`config.mk`:
```
export PLATFORM = sky130hd
export DESIGN_NAME = axi_wstrb_merge
export DESIGN_NICKNAME = d
export VERILOG_FILES = /design/src/rtl/axi_wstrb_merge.sv
export SDC_FILE = /design/constraint.sdc
export NUM_CORES = 1
export LEC_CHECK = 0
export ABC_AREA = 1
export ABC_CLOCK_PERIOD_IN_PS = 3100
export BUFFER_PORTS_ARGS = -buffer_cell sky130_fd_sc_hd__buf_2
export CAP_MARGIN = 20
export CORE_UTILIZATION = 52
export DETAILED_ROUTE_END_ITERATION = 6
export HOLD_SLACK_MARGIN = 0.1
export PLACE_DENSITY = 0.86
export SLEW_MARGIN = 20
export SYNTH_ARGS = -nofsm -noshare
export SYNTH_HDL_FRONTEND = slang
export SYNTH_SLANG_ARGS = --single-unit
```
`constraint.sdc`:
```
create_clock -name clk -period 3.1 [get_ports clk]
set_clock_uncertainty 0.1 [all_clocks]
set_input_delay 0.31 -clock clk [delete_from_list [all_inputs] [get_ports clk]]
set_output_delay 0.31 -clock clk [all_outputs]
set_load 0.02 [all_outputs]
```
`src/rtl/axi_wstrb_merge.sv`:
```
// AXI write-data byte-lane merge: accumulates strobed beats into one word and
// emits it with its cumulative byte mask. Byte overwrites within a word are flagged and counted.
module axi_wstrb_merge #(
    parameter int DATA_W        = 64,
    parameter int STRB_W        = DATA_W / 8,
    parameter bit MERGE_ON_FULL = 1'b1,
    parameter int CNT_W         = 16
) (
    input  logic              clk,
    input  logic              rst_n,
    input  logic              s_wvalid,
    output logic              s_wready,
    input  logic [DATA_W-1:0] s_wdata,
    input  logic [STRB_W-1:0] s_wstrb,
    input  logic              s_wlast,
    input  logic              flush,
    output logic              m_valid,
    input  logic              m_ready,
    output logic [DATA_W-1:0] m_data,
    output logic [STRB_W-1:0] m_strb,
    output logic              m_last,
    output logic              overlap,
    output logic [CNT_W-1:0]  overlap_cnt
);

    typedef enum logic [1:0] {
        EMPTY = 2'd0,
        ACCUM = 2'd1,
        HOLD  = 2'd2
    } state_t;

    state_t             r_state;
    state_t             w_state_nxt;
    logic [DATA_W-1:0]  r_acc_data;
    logic [STRB_W-1:0]  r_acc_mask;
    logic               r_m_valid;
    logic               r_m_last;
    logic               r_overlap;
    logic [CNT_W-1:0]   r_overlap_cnt;

    logic               w_accept;
    logic               w_handoff;
    logic               w_close;
    logic               w_hit;
    logic [STRB_W-1:0]  w_nm;
    logic [DATA_W-1:0]  w_merged;

    assign s_wready  = (r_state != HOLD);
    assign w_accept  = s_wvalid & s_wready;
    assign w_handoff = (r_state == HOLD) & m_ready;
    assign w_nm      = r_acc_mask | s_wstrb;
    assign w_hit     = |(s_wstrb & r_acc_mask);

    always_comb begin
        w_merged = r_acc_data;
        for (int i = 0; i < STRB_W; i++) begin
            if (s_wstrb[i]) begin
                w_merged[8*i +: 8] = s_wdata[8*i +: 8];
            end
        end
    end

    always_comb begin
        w_state_nxt = r_state;
        w_close     = 1'b0;
        case (r_state)
            EMPTY, ACCUM: begin
                if (w_accept) begin
                    if (s_wlast || flush || (MERGE_ON_FULL && (&w_nm))) begin
                        w_close     = 1'b1;
                        w_state_nxt = HOLD;
                    end else if (w_nm != '0) begin
                        w_state_nxt = ACCUM;
                    end else begin
                        w_state_nxt = EMPTY;
                    end
                end else if (flush && (r_state == ACCUM)) begin
                    // Flush of a partial word carries no burst framing.
                    w_close     = 1'b1;
                    w_state_nxt = HOLD;
                end
            end
            HOLD: begin
                if (m_ready) begin
                    w_state_nxt = EMPTY;
                end
            end
            default: w_state_nxt = EMPTY;
        endcase
    end

    always_ff @(posedge clk) begin
        if (!rst_n) begin
            r_state       <= EMPTY;
            r_acc_data    <= '0;
            r_acc_mask    <= '0;
            r_m_valid     <= 1'b0;
            r_m_last      <= 1'b0;
            r_overlap     <= 1'b0;
            r_overlap_cnt <= '0;
        end else begin
            r_state   <= w_state_nxt;
            r_overlap <= w_accept & w_hit;
            if (w_accept && w_hit && (r_overlap_cnt != {CNT_W{1'b1}})) begin
                r_overlap_cnt <= r_overlap_cnt + CNT_W'(1);
            end
            if (w_handoff) begin
                r_acc_data <= '0;
                r_acc_mask <= '0;
                r_m_valid  <= 1'b0;
                r_m_last   <= 1'b0;
            end else begin
                if (w_accept) begin
                    r_acc_data <= w_merged;
                    r_acc_mask <= w_nm;
                end
                if (w_close) begin
                    r_m_valid <= 1'b1;
                    r_m_last  <= w_accept & s_wlast;
                end
            end
        end
    end

    assign m_valid     = r_m_valid;
    assign m_data      = r_acc_data;
    assign m_strb      = r_acc_mask;
    assign m_last      = r_m_last;
    assign overlap     = r_overlap;
    assign overlap_cnt = r_overlap_cnt;

endmodule

```
After elaboration in Yosys (flattened, before gate mapping). Index checks and enable logic that the tools add are counted.

Bits in registers: 93. Input port bits: 78. Output and inout bits: 92.

Add/subtract/negate cells: 1. Eq/ne operators: 6. Multiplexer cells: 10. Bitwise operators: 7. Reduce and logical (&&, ||, !) cells: 20.

Operators by type and width (number): $reduce_and A2 Y1 (9); $add A16 B1 Y16 const B (1); $ne A16 B16 Y1 const B (1); $and A8 B8 Y8 (1); $mux W2 (4); $or A8 B8 Y8 (1); $reduce_and A8 Y1 (1); $reduce_bool A8 Y1 (1); $reduce_or A8 Y1 (1); $mux W1 (5); $and A1 B1 Y1 (4); $ne A2 B2 Y1 const B (2); $pmux W2 S2 (1); $reduce_or A2 Y1 (2); $logic_and A1 B1 Y1 (3); $ne A3 B3 Y1 const B (1); $eq A2 B1 Y1 const B (1); $eq A2 B2 Y1 const B (1); $logic_not A2 Y1 (1); $logic_or A1 B1 Y1 (2); $not A1 Y1 (1).

Depth between registers and ports, before layout. Gate-level depths: netlist of the first run.

Depth after elaboration: 6. Gate-level depth with buffers: 10. Gate-level depth less buffers: 10.

Worst setup path before layout of the first run. No wires, ideal clock.

Kind: register to register. Start point: reg r_overlap_cnt[0] (netlist: overlap_cnt[0]). End point: reg r_overlap_cnt[14] (netlist: overlap_cnt[14]). Arrival: 1558 ps. Setup slack: 1302 ps. Cell stages (with the launch flop): 10. Period minus slack after synthesis: 1798 ps. Cells stage by stage: dfxtp_1 ha_1 inv_1 nor2_2 nand3_1 nor2_1 nor2_2 buf_6 nand2_1 a21oi_2.

Word-level cells in the longest chain between the ends: 2.

RTL lines: start: declaration (line 39) `logic [CNT_W-1:0] r_overlap_cnt;`; start signal: assignment (line 105) `r_overlap_cnt <= r_overlap_cnt + CNT_W'(1);`; parallel branches: the longest is 2 deep, another holds $add A16 B1 Y16.

Parallel ways; which one is timed is not known. A chain may end at the register's enable or synchronous reset.

Worst setup path after layout of the first run.
Start point: reg r_state[0]. End point: reg r_overlap_cnt[7] (netlist: overlap_cnt[7]).

Word-level cells in the longest chain between the ends: 4.

RTL lines: start: declaration (line 32) `state_t r_state;`; start signal: assignment (line 102) `r_state <= w_state_nxt;`; $ne A2 B2 Y1 (line 48) `assign s_wready = (r_state != HOLD);`; $and A1 B1 Y1 (line 49) `assign w_accept = s_wvalid & s_wready;`; $logic_and A1 B1 Y1 (2 in a row) (line 104) `if (w_accept && w_hit && (r_overlap_cnt != {CNT_W{1'b1}})) begin`.

Every way passes these cells.

==> impl_results.md, run 1 <==
* Die area at 8219 um2
* DR vias/cell at 5.285
* Port bufs at 169
* Critical Path Sink Type: flop
* Setup tns final at 0 ns
* Die width at 90.66 um
* Final critical-path share of the clock period at 0.6647
* Fin util at 0.6859
* Slew Limit Headroom at 0.5743
* Hold Vio Cnt, Final at 0
* #FFs+latches synth at 93
* Slew @ Worst Pin at 0.6379 ns
* Setup violators final at 0
* Row count at 31
* Post-CTS resize count at 0
* Yosys top cell by area: dfxtp_1
* Largest cells by area after synthesis: dfxtp_1 (46%), nand2_1 (14%), a21oi_1 (9.9%)
* Dpl hpwl at 7790 um
* Max-cap violations at 0
* Post-synth EDFFs at 0
* VDD IR max at 0.2925 mV
* # clock sinks at 93
* GRT Util Overall at 0.2587
* Longest Clk Path Bufs at 2
* Final-stage net count at 793
* First-pass DRT Iterations at 7
* Largest family of logic cells by synthesized area: simple AND/OR/NAND/NOR gates
* Share of post-route cells with drive strength above 1 at 0.3078
* Most common library cells after synthesis: nand2_1 (154), dfxtp_1 (93), a21oi_1 (81), nand3_1 (78), inv_1 (36)
* Ys Warns at 0
* Initial Util at 0.5518
* Num CTS Buffers at 9
* RSZ-0062 raised after global routing: false
* Vias in the first global route at 3903
* Worst-Skew Late Latency at 0.36 ns
* Via count at 4318
* Syn avg cell area at 7.326 um2
* Mapped Area at 4088 um2
* Post-synthesis xor/xnor area fraction at 0.01071
* Share of the synthesized area in the top cell type at 0.4555
* Most used DFF post-synth: dfxtp_1
* Root buffer cell: clkbuf_8
* Simple-gate portion of the synthesized area at 0.3248
* Mux contribution to synthesized area at 0
* CP startpoint: r_state[0]$_SDFFE_PN0P_
* Crit path arrival time at 2.25 ns
* Cells after synthesis at 558
* Leak at 2.306 nW
* Max-slew violations at 0
* CP Max Fanout at 48
* Run status: complete, no violations
* Synthesis-to-layout area growth at 24.30%
* Routed Antenna Nets at 0
* Most common cell in the netlist: nand2_1
* Final wirelength at 10790 um
* WS Path Type: reg -> reg
* Mapped Nets at 637
* Asr flop ratio synth at 0
* Total grt overflow at 0
* Worst setup SP type: flop
* Post-CTS setup repair buffer count at 0
* # diodes at 0
* CP required at 3.29 ns
* Hold WC Path Type: in -> reg
* CTS tree: done
* Synth Area in Compound Gates at 0.1227
* Antenna violations before repair at 0
* Clock transition at the registers of the reported paths at 0.09 ns
* Worst reg2reg startpoint: r_state[0]$_SDFFE_PN0P_
* Fmax at 485.3 MHz
* Hold_buf cts at 0
* Synth Area in Adders at 0.003061
* Drt wl/cell at 13.21 um
* Pin count of the biggest net entering global routing at 49
* Global-route wire length before repair at 17550 um
* GPL Wtd Cong at 0.8678
* Hold Startpoint: s_wdata[45]
* CTS H-tree lvls at 3
* Area of the core at 7408 um2
* Power per cell area at 490.1 nW/um2
* Remaining DRCs at 0
* Die Y at 90.66 um
* Seq/Total Area, Yosys at 0.4555
* Library cells used by synthesis at 27
* Minimum clock period at 2.060 ns
* DR iter-0 viols at 170
* Io pins at 170
==> cells by family (layout without fill, tap and decap cells) <==
| logic type | count (synthesis) | count (layout) |
|---|---|---|
| compound gates | 95 | 95 |
| xor+xnor | 5 | 5 |
| fa+ha+maj | 1 | 1 |
| buf+inv | 66 | 226 |
| flops | 93 | 93 |
| simple gates | 298 | 298 |
==> per-stage QoR <==
stage / worst slack [ns] / total power, W / cell area, um2 / instances / hold slack [ns]
after floorplan: 1.302 / 0.001603 / 4088 / 558 / 0.3305
after global placement: 1.200 / 0.001725 / 4900 / 802 / 0.3443
after detailed placement: 1.085 / 0.001736 / 4900 / 802 / 0.3509
after CTS: 1.066 / 0.002499 / 5081 / 817 / 0.1018
after global routing: 0.8855 / 0.002595 / 5081 / 817 / 0.1130
final: 1.040 / 0.002490 / 5081 / 817 / 0.1123
==> final timing paths <==
| check | endpoint | slack (ns) | depth (start not counted) |
|---|---|---|---|
| worst max-delay path | overlap_cnt[7]$_SDFFE_PN0P_ | 1.04 | 8 |
| worst min-delay path | m_data[45]$_SDFFE_PP0P_ | 0.11 | 3 |
| worst max register to register | overlap_cnt[7]$_SDFFE_PN0P_ | 1.04 | 8 |
| worst min register to register | m_data[55]$_SDFFE_PP0P_ | 0.36 | 2 |
==> cell type report <==
class / count / area, um2
sequential: 93 / 1862
clock buffer: 11 / 131.4
clock inverter: 4 / 50.05
timing repair buffer: 172 / 868.3
multi-input combinational: 399 / 1897
tap: 99 / 123.9
fill: 624 / 2327
inverter: 39 / 148.9
==> registers in the layout, summed over array words and instances, names as in the netlist <==
register / flops
m_valid: 1
overlap_cnt: 16
m_last: 1
r_state: 2
m_data: 64
m_strb: 8
overlap: 1
==> where the power goes <==
part           internal [W]  switching (W)  total (W)  leakage, nW
registers           0.00125      0.0000365    0.00129        0.758
clock network      0.000368       0.000413   0.000781       0.0854
logic              0.000139       0.000282   0.000421         1.46
total               0.00176       0.000732    0.00249         2.31
==> cell usage in the layout, fill, tap and decap left out, drive strengths merged <==
cell	count
xnor2	3
a21oi	88
inv	39
buf	172
o21ai	7
xor2	2
clkbuf	11
bufinv	1
ha	1
nor2	42
nand4	7
clkinv	1
nand2	168
dfxtp	93
clkinvlp	2
nor3	1
nand3	80
==> worst max-delay path, stage by stage (launching register included) <==
cell     delay [ns]
dfxtp_1        0.38
inv_2          0.06
nand2_2        0.09
nand2_2        0.10
inv_4          0.39
nand2_4        0.11
nor2_2         0.46
nand2_1        0.16
a21oi_2        0.14
==> metal layers <==
metal / track usage / vias to the layer above / part of all wire
met4: 0.1022 / 0 / 0.017
met5: 0 / - / 0
met1: 0.3215 / 1988 / 0.42
li1: - / 2131 / -
met2: 0.4362 / 177 / 0.48
met3: 0.05387 / 22 / 0.079
Note: power is estimated with default switching activity, not from simulation.
==> run 2, diff against run 1 <==
Settings changed: ABC_CLOCK_PERIOD_IN_PS 3100 to 2100, CORE_UTILIZATION 52 to 48, PLACE_DENSITY 0.86 to 0.8.
Clock period 3.1 ns to 2.1 ns, I/O delays scaled along.
==> impl_results.md, run 2 (synthesis results as in run 1) <==
* Run status: complete, no violations
* Final std cells w/o fill at 891
* First-pass DRT Iterations at 5
* Commonest non-fill, non-tap cell in the layout: buf_2
* Die Y at 94.28 um
* Longest Clk Path Bufs at 2
* CP Max Fanout at 12
* Tot Pwr at 0.003887 W
* Row count at 33
* Fmax at 523.8 MHz
* Area of the core at 8217 um2
* Largest register FFs at 64
* Post-CTS setup repair buffer count at 0
* Remaining DRCs at 0
* Global-route wire length before repair at 19870 um
* VDD IR max at 0.4164 mV
* Max-cap violations at 0
* Most frequent cells in the layout: buf_2 (169), nand2_1 (154), dfxtp_1 (93)
* DR iter-0 viols at 257
* GRT Util Overall at 0.2867
* Crit path arrival time at 2.09 ns
* Setup violators final at 0
* Final wirelength at 12720 um
* RSZ-0062 raised after global routing: false
* Slew @ Worst Pin at 0.6632 ns
* Power per cell area at 671.4 nW/um2
* Leak at 2.609 nW
* Port bufs at 169
* GPL Wtd Cong at 0.8701
* Initial Util at 0.4975
* Worst setup SP type: flop
* Drt wl/cell at 14.27 um
* Clock transition at the registers of the reported paths at 0.09 ns
* Final-stage net count at 861
* Share of post-route cells with drive strength above 1 at 0.2863
* Pin count of the biggest net entering global routing at 39
* Critical Path Sink Type: flop
* Dpl hpwl at 7912 um
* Hold Vio Cnt, Final at 0
* Routed Antenna Nets at 0
* Root buffer cell: clkbuf_8
* Minimum clock period at 1.909 ns
* Vias in the first global route at 4375
* Die width at 94.28 um
* Io pins at 170
* Hold WC Path Type: in -> reg
* Total grt overflow at 0
* # diodes at 0
* Setup tns final at 0 ns
* Fin util at 0.7046
* Max-slew violations at 0
* Num CTS Buffers at 9
* DR vias/cell at 5.273
* Synthesis-to-layout area growth at 41.63%
* Antenna violations before repair at 0
* Slew Limit Headroom at 0.5574
* Worst slack, placed at 0.2093 ns
* CP required at 2.28 ns
* # clock sinks at 93
* Fin worst setup slack at 0.1910 ns
* CTS tree: done
* WS Path Type: reg -> reg
* Dpl cells at 810
* Via count at 4698
* Worst-Skew Late Latency at 0.35 ns
* Die area at 8889 um2
* Final critical-path share of the clock period at 0.9091
* CTS H-tree lvls at 3
## run 2: worst max-delay path: stages (launching register included)
cell and delay, ns:
dfxtp_1 0.40, ha_1 0.32, inv_1 0.11, nor2_2 0.05, nand3_1 0.09, nor2_1 0.06
nor2_2 0.43, nand2_1 0.14, a21oi_2 0.13
## run 2: layout make-up
cell class	count	area, um2
flip-flops and latches	93	1862
multi-input cells	399	1897
well taps	105	131.4
clock inverters	4	55.05
clock buffers	11	151.4
inverters	39	148.9
repair buffers	240	1544
fillers	657	2427
## run 2: stage by stage
| step | instance area [um2] | hold WS [ns] |
|---|---|---|
| 4_1_cts | 5789 | 0.1037 |
| 3_5_place_dp | 4922 | 0.3528 |
| 5_1_grt | 5789 | 0.1142 |
| 3_3_place_gp | 4922 | 0.3440 |
| 6_report | 5789 | 0.1250 |
| 2_1_floorplan | 4088 | 0.2305 |
## run 2: timing repair
item / 4_1_cts / 5_1_grt
hold endpoints to repair: 68 / 0
resized for setup: 0 / 0
hold buffers: 66 / 0
## run 2: report_power, final
group          internal, W  switching, W
sequential         0.00185     0.0000560
clock             0.000616      0.000625
combinational     0.000290      0.000453
## run 2: worst paths after layout
kind                               startpoint                      endpoint  slack [ns]  depth (start not counted)
hold / removal                     s_wstrb[7]       m_data[56]$_SDFFE_PP0P_        0.13                          3
setup reg to reg  overlap_cnt[0]$_SDFFE_PN0P_  overlap_cnt[13]$_SDFFE_PN0P_        0.19                          8
setup / recovery  overlap_cnt[0]$_SDFFE_PN0P_  overlap_cnt[13]$_SDFFE_PN0P_        0.19                          8
hold reg to reg       m_data[30]$_SDFFE_PP0P_       m_data[30]$_SDFFE_PP0P_        0.36                          2
## run 2: layer usage
layer	wire length, um	vias up	track usage
met5	0	-	0
met2	6269	234	0.4982
li1	-	2272	-
met1	5054	2136	0.3183
met4	537	0	0.1513
met3	854	56	0.07362
==> run 3, diff against run 2 <==
--- a/config.mk
+++ b/config.mk
@@ -7,5 +7,4 @@
 export LEC_CHECK = 0
 export ABC_AREA = 1
-export ABC_CLOCK_PERIOD_IN_PS = 2100
 export BUFFER_PORTS_ARGS = -buffer_cell sky130_fd_sc_hd__buf_2
 export CAP_MARGIN = 20
==> constraint.sdc (replaced) <==
create_clock -name clk -period 2.1 [get_ports clk]
set_clock_uncertainty 0.1 [all_clocks]
set_input_delay 0 -clock clk [delete_from_list [all_inputs] [get_ports clk]]
set_output_delay 0 -clock clk [all_outputs]
set_load 0.02 [all_outputs]
==> impl_results.md, run 3 (synthesis results as in run 1) <==
* Clock transition at the registers of the reported paths at 0.10 ns
* Critical Path Sink Type: flop
* Remaining DRCs at 0
* Die area at 8889 um2
* Initial Util at 0.4975
* GRT Util Overall at 0.3550
* CTS tree: done
* Worst reg2reg path depth at 8
* Worst setup SP type: flop
* Crit path arrival time at 2.23 ns
* Share of post-route cells with drive strength above 1 at 0.2685
* CP startpoint: r_state[0]$_SDFFE_PN0P_
* Synthesis-to-layout area growth at 54.67%
* Setup violators final at 0
* WS Path Type: reg -> reg
* Die Y at 94.28 um
* Max-cap violations at 0
* Largest stage delay on the critical path at 0.58 ns
* Port bufs at 169
* Cell mode on critical path: nand2_2
* # diodes at 0
* Hold path depth at 3
* Global-route wire length before repair at 24270 um
* GPL Wtd Cong at 0.8680
* VDD IR max at 0.4222 mV
* Area of the core at 8217 um2
* Critical Path, Cell by Cell: inv_2 > nand2_2 > nand2_2 > inv_6 > buf_12 > nand3_1 > dlygate4sd3_1 > a21oi_1
* CP Max Fanout at 26
* Total grt overflow at 0
* Root buffer cell: clkbuf_8
* Flop2flop setup slack at 0.05 ns
* Worst-Skew Late Latency at 0.37 ns
* Hold Startpoint: s_wstrb[7]
* Run status: complete, no violations
* Num CTS Buffers at 9
* Worst reg2reg startpoint: r_state[0]$_SDFFE_PN0P_
* Worst-case hold path end point: m_strb[7]$_SDFFE_PP0P_
* Dpl hpwl at 7917 um
* First-pass DRT Iterations at 5
* Pin count of the biggest net entering global routing at 39
* Die width at 94.28 um
* DR iter-0 viols at 288
* Placed Area at 4922 um2
* Fin Hold WS at 0.2001 ns
* Vias in the first global route at 5119
* Longest Clk Path Bufs at 2
* Final critical-path share of the clock period at 0.9760
* Leak at 2.736 nW
* DR vias/cell at 5.494
* Via count at 5181
* Hold WC Path Type: in -> reg
* Post-CTS setup repair buffer count at 0
* Io pins at 170
* # clock sinks at 93
* Routed Antenna Nets at 0
* Fmax at 487.9 MHz
* Max-slew violations at 0
* Largest register FFs at 64
* Slew @ Worst Pin at 0.6434 ns
* Row count at 33
* Power per cell area at 630.3 nW/um2
* Fillers at 561
* Final wirelength at 15370 um
* Drt wl/cell at 16.30 um
* Slew Limit Headroom at 0.5706
* Final Instance Area at 6322 um2
* RR Endpoint: m_data[55]$_SDFFE_PP0P_
* Hold Vio Cnt, Final at 0
* CP max stage cell: dlygate4sd3_1
* Fin util at 0.7695
* Commonest non-fill, non-tap cell in the layout: buf_2
* CP required at 2.28 ns
* CTS H-tree lvls at 3
* Minimum clock period at 2.050 ns
* Most frequent cells in the layout: buf_2 (168), nand2_1 (154), dlygate4sd3_1 (117)
* Antenna violations before repair at 0
* Final-stage net count at 912
==> run 3: changes by cell type in the layout (fill, tap and decap cells not counted), moves of 2 or more <==
cell / change
clkbuf_8: -2
clkbuf_1: +2
buf_4: -3
dlygate4sd3_1: +51
==> run 3: metal layers <==
layer / GRT usage / vias up / part of all wire
li1: - / 2370 / -
met1: 0.3569 / 2384 / 0.35
met2: 0.6606 / 340 / 0.52
met3: 0.08091 / 87 / 0.081
met4: 0.2064 / 0 / 0.057
met5: 0 / - / 0
==> run 3: area by class of cell <==
cell class / count / area, um2 / share of cell area
tap: 105 / 131.4 / 0.02078
clock buffer: 11 / 131.4 / 0.02078
clock inverter: 5 / 60.06 / 0.009499
sequential: 93 / 1862 / 0.2945
inverter: 39 / 151.4 / 0.02395
timing repair buffer: 291 / 2081 / 0.3291
multi-input combinational: 399 / 1906 / 0.3014
==> run 3: worst max path at each step <==
stage                                               to  slack [ns]
after floorplan           overlap_cnt[14]$_SDFFE_PN0P_        0.30
after global placement     overlap_cnt[7]$_SDFFE_PN0P_        0.30
after detailed placement  overlap_cnt[11]$_SDFFE_PN0P_        0.18
after CTS                       m_data[3]$_SDFFE_PP0P_        0.02
after global routing            m_data[3]$_SDFFE_PP0P_       -0.01
final                          m_data[55]$_SDFFE_PP0P_        0.05
==> run 3: timing repair <==
action / 4_1_cts / 5_1_grt
endpoints found under the hold margin: 82 / 0
resized for setup: 0 / 10
endpoints found under the setup margin: 0 / 35
hold buffers: 117 / 0
==> run 3: critical path: cells and delay by family, from the launching register on <==
family                 cells  cell delay (ns)
buffers and inverters      4             0.98
AO/OA/AOI/OAI              1             0.23
AND/OR/NAND/NOR            3             0.28
flip-flops                 1             0.38
==> run 3: stage by stage <==
step	std cells	total power [W]	setup slack [ns]	setup TNS, ns
2_1_floorplan	558	0.002366	0.3025	0
3_3_place_gp	810	0.002553	0.3045	0
3_5_place_dp	810	0.002571	0.1760	0
4_1_cts	943	0.003915	0.02294	0
5_1_grt	943	0.004124	-0.01281	-0.01549
6_report	943	0.003985	0.05036	0
==> run 3: power by group <==
| part | leakage, nW | switching (W) | internal [W] | total (W) |
|---|---|---|---|---|
| registers | 0.758 | 0.0000623 | 0.00185 | 0.00191 |
| logic | 1.88 | 0.000494 | 0.000356 | 0.000850 |
| clock network | 0.0939 | 0.000668 | 0.000557 | 0.00122 |
